<file path="src/rtl/uart_pkg.sv">
// Shared types and constants for the UART transmit framer.
// Holds the frame FSM state encoding, parity mode codes and line idle level.
package uart_pkg;

    typedef enum logic [2:0] {
        IDLE,
        START,
        DATA,
        PARITY,
        STOP
    } state_e;

    localparam logic [1:0] PAR_NONE = 2'b00;
    localparam logic [1:0] PAR_EVEN = 2'b01;
    localparam logic [1:0] PAR_ODD  = 2'b10;

    localparam logic IDLE_LEVEL = 1'b1;

endpackage

</file>
<file path="src/rtl/uart_bit_timer.sv">
// Bit period timer: counts 0..CLKS_PER_BIT-1 and flags the final cycle.
// Ports: clk, rst (sync, active-high), clr (restart at 0), bit_end (last cycle of a bit).
module uart_bit_timer #(
    parameter int CLKS_PER_BIT = 16
) (
    input  logic clk,
    input  logic rst,
    input  logic clr,
    output logic bit_end
);

    localparam int TW = (CLKS_PER_BIT > 1) ? $clog2(CLKS_PER_BIT) : 1;
    localparam logic [TW-1:0] LAST = TW'(CLKS_PER_BIT - 1);

    logic [TW-1:0] cnt_q;
    logic [TW-1:0] cnt_d;

    assign bit_end = (cnt_q == LAST);

    always_comb begin
        cnt_d = cnt_q + TW'(1);
        if (clr || bit_end) begin
            cnt_d = '0;
        end
    end

    always_ff @(posedge clk) begin
        if (rst) begin
            cnt_q <= '0;
        end else begin
            cnt_q <= cnt_d;
        end
    end

endmodule

</file>
<file path="src/rtl/uart_tx_frame.sv">
// UART transmit framer: start, LSB-first data, optional parity, 1-2 stop bits.
// Ports: clk, rst, tx_data/tx_valid/tx_ready handshake, parity_mode, txd, busy, tx_done.
module uart_tx_frame
    import uart_pkg::*;
#(
    parameter int DATA_W       = 8,
    parameter int CLKS_PER_BIT = 16,
    parameter int STOP_BITS    = 1
) (
    input  logic              clk,
    input  logic              rst,
    input  logic [DATA_W-1:0] tx_data,
    input  logic              tx_valid,
    output logic              tx_ready,
    input  logic [1:0]        parity_mode,
    output logic              txd,
    output logic              busy,
    output logic              tx_done
);

    if (DATA_W < 5 || DATA_W > 9) begin : g_bad_data_w
        $fatal(1, "uart_tx_frame: DATA_W must be 5..9");
    end
    if (CLKS_PER_BIT < 2) begin : g_bad_cpb
        $fatal(1, "uart_tx_frame: CLKS_PER_BIT must be >= 2");
    end
    if (STOP_BITS != 1 && STOP_BITS != 2) begin : g_bad_stop
        $fatal(1, "uart_tx_frame: STOP_BITS must be 1 or 2");
    end

    localparam int CW = $clog2(DATA_W + 1);
    localparam logic [CW-1:0] DATA_LAST = CW'(DATA_W);
    localparam logic [CW-1:0] STOP_LAST = CW'(STOP_BITS);
    localparam logic [CW-1:0] CNT_ONE   = CW'(1);

    state_e            state_q, state_d;
    logic [DATA_W-1:0] shreg_q, shreg_d;
    logic [CW-1:0]     cnt_q, cnt_d;
    logic              par_en_q, par_en_d;
    logic              par_bit_q, par_bit_d;
    logic              txd_q, txd_d;
    logic              done_q, done_d;
    logic              bit_end;
    logic              idle;

    assign idle = (state_q == IDLE);

    // Held clear while idle so the first bit period starts at the accept edge.
    uart_bit_timer #(
        .CLKS_PER_BIT(CLKS_PER_BIT)
    ) u_timer (
        .clk    (clk),
        .rst    (rst),
        .clr    (idle),
        .bit_end(bit_end)
    );

    always_comb begin
        state_d   = state_q;
        shreg_d   = shreg_q;
        cnt_d     = cnt_q;
        par_en_d  = par_en_q;
        par_bit_d = par_bit_q;
        txd_d     = txd_q;
        done_d    = 1'b0;
        unique case (state_q)
            IDLE: begin
                txd_d = IDLE_LEVEL;
                if (tx_valid) begin
                    state_d  = START;
                    shreg_d  = tx_data;
                    cnt_d    = '0;
                    txd_d    = 1'b0;
                    // Reserved mode 11 behaves as no parity.
                    par_en_d = (parity_mode == PAR_EVEN) ||
                               (parity_mode == PAR_ODD);
                    // Parity captured now, since the shifter loses the word.
                    par_bit_d = (^tx_data) ^ (parity_mode == PAR_ODD);
                end
            end
            START: begin
                if (bit_end) begin
                    state_d = DATA;
                    txd_d   = shreg_q[0];
                    shreg_d = shreg_q >> 1;
                    cnt_d   = CNT_ONE;
                end
            end
            DATA: begin
                if (bit_end) begin
                    if (cnt_q == DATA_LAST) begin
                        if (par_en_q) begin
                            state_d = PARITY;
                            txd_d   = par_bit_q;
                        end else begin
                            state_d = STOP;
                            txd_d   = IDLE_LEVEL;
                            cnt_d   = CNT_ONE;
                        end
                    end else begin
                        txd_d   = shreg_q[0];
                        shreg_d = shreg_q >> 1;
                        cnt_d   = cnt_q + CNT_ONE;
                    end
                end
            end
            PARITY: begin
                if (bit_end) begin
                    state_d = STOP;
                    txd_d   = IDLE_LEVEL;
                    cnt_d   = CNT_ONE;
                end
            end
            STOP: begin
                if (bit_end) begin
                    if (cnt_q == STOP_LAST) begin
                        state_d = IDLE;
                        done_d  = 1'b1;
                        cnt_d   = '0;
                    end else begin
                        cnt_d = cnt_q + CNT_ONE;
                    end
                end
            end
            default: begin
                state_d = IDLE;
                txd_d   = IDLE_LEVEL;
                cnt_d   = '0;
            end
        endcase
    end

    always_ff @(posedge clk) begin
        if (rst) begin
            state_q   <= IDLE;
            shreg_q   <= '0;
            cnt_q     <= '0;
            par_en_q  <= 1'b0;
            par_bit_q <= 1'b0;
            txd_q     <= IDLE_LEVEL;
            done_q    <= 1'b0;
        end else begin
            state_q   <= state_d;
            shreg_q   <= shreg_d;
            cnt_q     <= cnt_d;
            par_en_q  <= par_en_d;
            par_bit_q <= par_bit_d;
            txd_q     <= txd_d;
            done_q    <= done_d;
        end
    end

    assign txd      = txd_q;
    assign tx_ready = idle;
    assign busy     = !idle;
    assign tx_done  = done_q;

endmodule

</file>
<file path="config.mk">
export PLATFORM = sky130hd
export DESIGN_NAME = uart_tx_frame
export DESIGN_NICKNAME = d
export VERILOG_FILES = /design/src/rtl/uart_pkg.sv /design/src/rtl/uart_bit_timer.sv /design/src/rtl/uart_tx_frame.sv
export SDC_FILE = /design/constraint.sdc
export NUM_CORES = 1
export LEC_CHECK = 0
export CAP_MARGIN = 20
export CORE_UTILIZATION = 58
export CTS_CLUSTER_SIZE = 24
export DETAILED_ROUTE_END_ITERATION = 16
export PLACE_DENSITY = 0.83
export RECOVER_POWER = 50
export SYNTH_ARGS = -nofsm -noshare
export SYNTH_HDL_FRONTEND = slang
export SYNTH_HIERARCHICAL = 1
export SYNTH_SLANG_ARGS = --single-unit
</file>
<file path="constraint.sdc">
create_clock -name clk -period 6 [get_ports clk]
set_input_delay 0.6 -clock clk [delete_from_list [all_inputs] [get_ports clk]]
set_output_delay 0.6 -clock clk [all_outputs]
set_load 0.02 [all_outputs]
</file>
==> flow_summary.json, run 1 <==
{
  "placementRows": 17,
  "maxCapViolations": 0,
  "dp_hpwl_um": 2020,
  "place_inst": 192,
  "hold_class": "reg -> reg",
  "synth_nets": 173,
  "post_cts.repair.setup_buffers": 0,
  "holdWs_ns": 0.475,
  "yosysWarnings": 6,
  "dieArea_um2": 2570,
  "endpoint_kind": "primary output",
  "drtIter0Drc": 20,
  "place.gp.congestion": 0.920,
  "synth-simple-area-share_pct": 22.6,
  "h-tree-depth": 1,
  "setup_viol": 0,
  "clock_latency_ns": 0.31,
  "crit_type": "reg -> out",
  "area_delta_synth_final_pct": 13.6,
  "synth-compound-area-share_pct": 14.0,
  "clock_skew_ns": 0.00540,
  "ant_nets": 0,
  "design_area_um2": 1560,
  "synth_top_family_by_area": "simple AND/OR/NAND/NOR gates",
  "synth_edf_count": 0,
  "cpMaxStageDelayCell": "clkdlybuf4s50_1",
  "pre_cts_ws_ns": 3.43,
  "drc": 0,
  "layout.nets": 187,
  "max_stage_delay_ns": 0.71,
  "cp.arrival_ns": 2.05,
  "grt_pass1_wl_um": 4590,
  "hp-start": "u_timer/cnt_q[0]$_SDFF_PP0_",
  "crit_fanout": 18,
  "ios": 17,
  "grt_max_degree": 20,
  "grt_pass1_vias": 1063,
  "drv_slew": 0,
  "rsz0062_at_grt": "no",
  "crit_chain": "nor3_1 > clkdlybuf4s50_1",
  "startpoint_type": "flip-flop",
  "synth_mux_area_share_pct": 13.1,
  "hold_buffers": 0,
  "synth-seq-cells": 23,
  "vias": 1132,
  "crit_required_ns": 5.40,
  "utilization_pct": 70.5,
  "synth_xor_area_share_pct": 7.38,
  "finalPower_mw": 0.311,
  "startpoint": "state_q[0]$_SDFFE_PP0P_",
  "status": "completed",
  "ctsResizeCount": 0,
  "rr_startpoint": "u_timer/cnt_q[0]$_SDFF_PP0_",
  "grt_overflow_total": 0,
  "die_h_um": 50.7,
  "worst-path-buf-inv": 1,
  "p_leak_nw": 0.602,
  "cp_top_family": "buffers and inverters",
  "wl_per_cell_um": 13.9,
  "io_buffers": 16,
  "clock-sinks": 23,
  "final_cells": 196,
  "track_usage_pct": 23.3,
  "post_drt_via_cell_ratio": 5.78,
  "syn_area_per_cell_um2": 8.86,
  "placed_area_um2": 1530,
  "p_per_area_nw_per_um2": 200,
  "synth-async-reset-ratio_pct": 0,
  "layout-drive-gt1-share_pct": 11.3,
  "synthAdderAreaFrac_pct": 4.55,
  "hold_violations": 0,
  "cts_tree": "yes",
  "irDropWorstVdd_uv": 138,
  "wl_um": 2730,
  "tns_ns": 0,
  "synth_ff_type": "dfxtp_1",
  "drtPass1Iterations": 4,
  "yosysSeqAreaShare_pct": 33.5,
  "fin_crit_sh_pct": 44.2,
  "synth_cells": 155,
  "die-width_um": 50.7,
  "max_freq_ghz": 0.377,
  "numCtsBuffers": 3,
  "timing.slew.headroom_pct": 48.3,
  "antenna_found_initial": 0,
  "core-area_um2": 2210,
  "tightest_slew_ns": 0.773,
  "synth_area_um2": 1370,
  "cts_root_buf": "clkbuf_4",
  "antenna_cells": 0,
  "clkTransAtPathRegs_ns": 0.13,
  "ys_types": 43,
  "clockBufferDepth": 2,
  "min_period_ns": 2.65,
  "setup_slack_ns": 3.35,
  "start_util_pct": 62.1
}
-- layout make-up --
| cell class | count | area, um^2 |
|---|---|---|
| clock buffers | 3 | 22.5 |
| clock inverters | 1 | 5.00 |
| fillers | 175 | 652 |
| inverters | 8 | 30.0 |
| multi-input cells | 117 | 847 |
| flip-flops and latches | 23 | 460 |
| well taps | 28 | 35.0 |
| repair buffers | 16 | 160 |
-- cells in the mapped netlist (all sizes together) (5+ instances only) --
| cell type | instances | area share (%) |
|---|---|---|
| nor2 | 21 | 5.9 |
| a21oi | 7 | 2.5 |
| inv | 8 | 2.2 |
| ha | 5 | 4.6 |
| mux2 | 8 | 6.6 |
| mux2i | 9 | 6.6 |
| o21ai | 8 | 2.9 |
| xnor2 | 7 | 4.5 |
| dfxtp | 23 | 34 |
| nand2 | 10 | 2.7 |
-- path summary, 6_finish.rpt --
check | end | slack, ns | cells after the start
worst min register to register | u_timer/cnt_q[0]$_SDFF_PP0_ | 0.48 | 1
worst max-delay path | tx_ready | 3.35 | 2
worst max register to register | shreg_q[4]$_SDFFE_PP0P_ | 3.63 | 8
worst min-delay path | u_timer/cnt_q[0]$_SDFF_PP0_ | 0.48 | 1
-- routing by layer --
layer	global-route usage, %	vias up	share of wire, %
met5	0	-	0
met4	7.87	0	0.66
met3	3.03	2	2.7
met2	38.7	25	48
met1	30.9	534	49
li1	-	571	-
-- kinds of logic (layout without fill, tap and decap cells) --
group           count (synthesis)  in the layout
flops                          23             23
xor+xnor                       10             10
simple gates                   58             58
fa+ha+maj                       5              5
compound gates                 27             27
buf+inv                        15             28
mux                            17             17
-- layout by cell type (no fill, tap or decap), types with 2 or more instances in the layout --
cell type	n
nand2b_1	2
clkbuf_4	3
dlygate4sd3_1	3
ha_1	5
nor3_1	3
nor2_1	20
o21ai_0	8
a211oi_1	2
xnor2_1	7
mux2_2	8
nand3_1	4
a21oi_1	7
nand2_1	10
clkdlybuf4s50_1	13
inv_1	8
mux2i_1	9
nor2b_1	3
a22oi_1	2
nand3b_1	2
dfxtp_1	23
nand4b_1	2
xor2_1	2
-- report_power, final --
| group | switching, mW | internal (mW) | total, mW |
|---|---|---|---|
| clock network | 0.0470 | 0.0249 | 0.0719 |
| registers | 0.00828 | 0.161 | 0.169 |
| logic | 0.0313 | 0.0387 | 0.0701 |
-- state kept, by name, summed over array words and instances (netlist names) --
register	cells
shreg_q	8
state_q	3
txd	1
par_bit_q	1
par_en_q	1
tx_done	1
cnt_q	4
u_timer/cnt_q	4
Note: power is estimated with default switching activity, not from simulation.
==> run 2, diff against run 1 <==
- CORE_UTILIZATION: 58 -> 49
- PLACE_DENSITY: 0.83 -> 0.75
- clock period: 6 -> 2.1 ns (I/O delays scaled with it)
==> run 2 against run 1 <==
- sequential share of layout area down 1.4 points
- count of clock-buffer cells in the layout unchanged
- sequential cell count unchanged
- clock power rose to 2.9 times the previous value
- clock skew down 0.0032 ns
- die area up 18%
- highest routed layer unchanged
==> flow_summary.json, run 2 (same netlist as run 1, synthesis figures left out) <==
{
  "status": "completed",
  "setup_slack_ns": 0.114,
  "grt_max_degree": 19,
  "drtIter0Drc": 19,
  "maxCapViolations": 0,
  "post_drt_via_cell_ratio": 5.61,
  "cts_tree": "yes",
  "start_util_pct": 53.5,
  "rrSetupSlack_ns": 0.11,
  "min_period_ns": 1.99,
  "placed_area_um2": 1600,
  "clock-sinks": 23,
  "final_cells": 207,
  "io_buffers": 16,
  "design_area_um2": 1650,
  "ant_nets": 0,
  "layout-drive-gt1-share_pct": 19.8,
  "startpoint_type": "flip-flop",
  "p_leak_nw": 0.648,
  "tightest_slew_ns": 0.332,
  "ios": 17,
  "cts_root_buf": "clkbuf_4",
  "grt_pass1_vias": 1099,
  "endpoint_kind": "flip-flop",
  "layout_common_cells": "21 x dfxtp_1, 20 x nor2_1, 14 x clkdlybuf4s50_1",
  "wl_per_cell_um": 14.1,
  "layout.nets": 196,
  "drc": 0,
  "antenna_found_initial": 0,
  "dieArea_um2": 3020,
  "area_delta_synth_final_pct": 20.0,
  "vias": 1162,
  "pre_cts_ws_ns": -0.0315,
  "antenna_cells": 0,
  "placementRows": 18,
  "die_h_um": 55.0,
  "regMostFlops": "shreg_q",
  "die-width_um": 55.0,
  "drv_slew": 0,
  "cpMaxStageDelayCell": "or4b_2",
  "worst-path-buf-inv": 2,
  "rsz0062_at_grt": "no",
  "grt_overflow_total": 0,
  "crit_required_ns": 2.36,
  "top_regs": "shreg_q: 8 flops, cnt_q: 4 flops, u_timer/cnt_q: 4 flops",
  "core-area_um2": 2570,
  "place.gp.congestion": 0.880,
  "max_freq_ghz": 0.503,
  "crit_chain": "ha_1 > nand3_1 > inv_2 > nor2b_1 > buf_4 > or4b_2 > a31oi_1",
  "p_per_area_nw_per_um2": 553,
  "h-tree-depth": 1,
  "clkTransAtPathRegs_ns": 0.13,
  "clock_latency_ns": 0.32,
  "hold_buffers": 0,
  "setup_viol": 0,
  "utilization_pct": 64.2,
  "irDropWorstVdd_uv": 478,
  "grt_pass1_wl_um": 4840,
  "cp.arrival_ns": 2.24,
  "wl_um": 2910,
  "hold_class": "reg -> reg",
  "timing.slew.headroom_pct": 77.6,
  "track_usage_pct": 23.0,
  "fillerInstances": 243,
  "largest_reg_flops": 8,
  "fin_crit_sh_pct": 94.6,
  "max_stage_delay_ns": 0.58,
  "dp_hpwl_um": 2200,
  "final_common_cell": "dfxtp_1",
  "hold_violations": 0,
  "drtPass1Iterations": 4,
  "clock_skew_ns": 0.00218,
  "clockBufferDepth": 2,
  "crit_type": "reg -> reg",
  "cp_top_family": "simple AND/OR/NAND/NOR gates",
  "tns_ns": 0,
  "numCtsBuffers": 3,
  "place_inst": 202,
  "crit_fanout": 5
}
## run 2: metrics by stage
stage	power (mW)	hold WS, ns
2_1_floorplan	0.636	0.281
3_3_place_gp	0.703	0.430
3_5_place_dp	0.710	0.445
4_1_cts	0.918	0.463
5_1_grt	0.959	0.489
6_report	0.913	0.464
## run 2: final cells by class
type | count | area (um^2) | area share (%)
well taps | 30 | 37.5 | 2.28
clock buffers | 3 | 22.5 | 1.37
repair buffers | 25 | 228 | 13.8
inverters | 8 | 30.0 | 1.82
flip-flops and latches | 23 | 463 | 28.1
clock inverters | 1 | 5.00 | 0.303
multi-input cells | 117 | 863 | 52.4
## run 2: final timing paths
kind | start | to | depth (start not counted)
setup reg to reg | u_timer/cnt_q[0]$_SDFF_PP0_ | cnt_q[3]$_SDFFE_PP0P_ | 7
hold / removal | u_timer/cnt_q[0]$_SDFF_PP0_ | u_timer/cnt_q[0]$_SDFF_PP0_ | 1
setup / recovery | u_timer/cnt_q[0]$_SDFF_PP0_ | cnt_q[3]$_SDFFE_PP0P_ | 7
hold reg to reg | u_timer/cnt_q[0]$_SDFF_PP0_ | u_timer/cnt_q[0]$_SDFF_PP0_ | 1
## run 2: power breakdown
group | switching (mW) | total, mW | leakage, nW | internal [mW]
sequential | 0.0188 | 0.479 | 0.189 | 0.460
combinational | 0.101 | 0.225 | 0.441 | 0.125
clock | 0.137 | 0.208 | 0.0177 | 0.0714
total | 0.256 | 0.913 | 0.648 | 0.656
## run 2: timing repair
action / CTS / global route
resized for setup: 1 / 7
buffers inserted: 0 / 1
hold endpoints to repair: 0 / 0
pin swaps: 0 / 2
endpoints found under the setup margin: 1 / 14
## run 2: metal layers
layer | wire, um | up-vias | global-route usage (%)
met4 | 27 | 0 | 5.42
li1 | - | 586 | -
met2 | 1460 | 16 | 39.6
met5 | 0 | - | 0
met3 | 107 | 4 | 6.56
met1 | 1320 | 556 | 28.2
==> run 3, diff against run 2 <==
- SLEW_MARGIN: unset -> 30
==> results of run 3 <==
No change in the layout: final DEF, timing and power equal those of run 2.
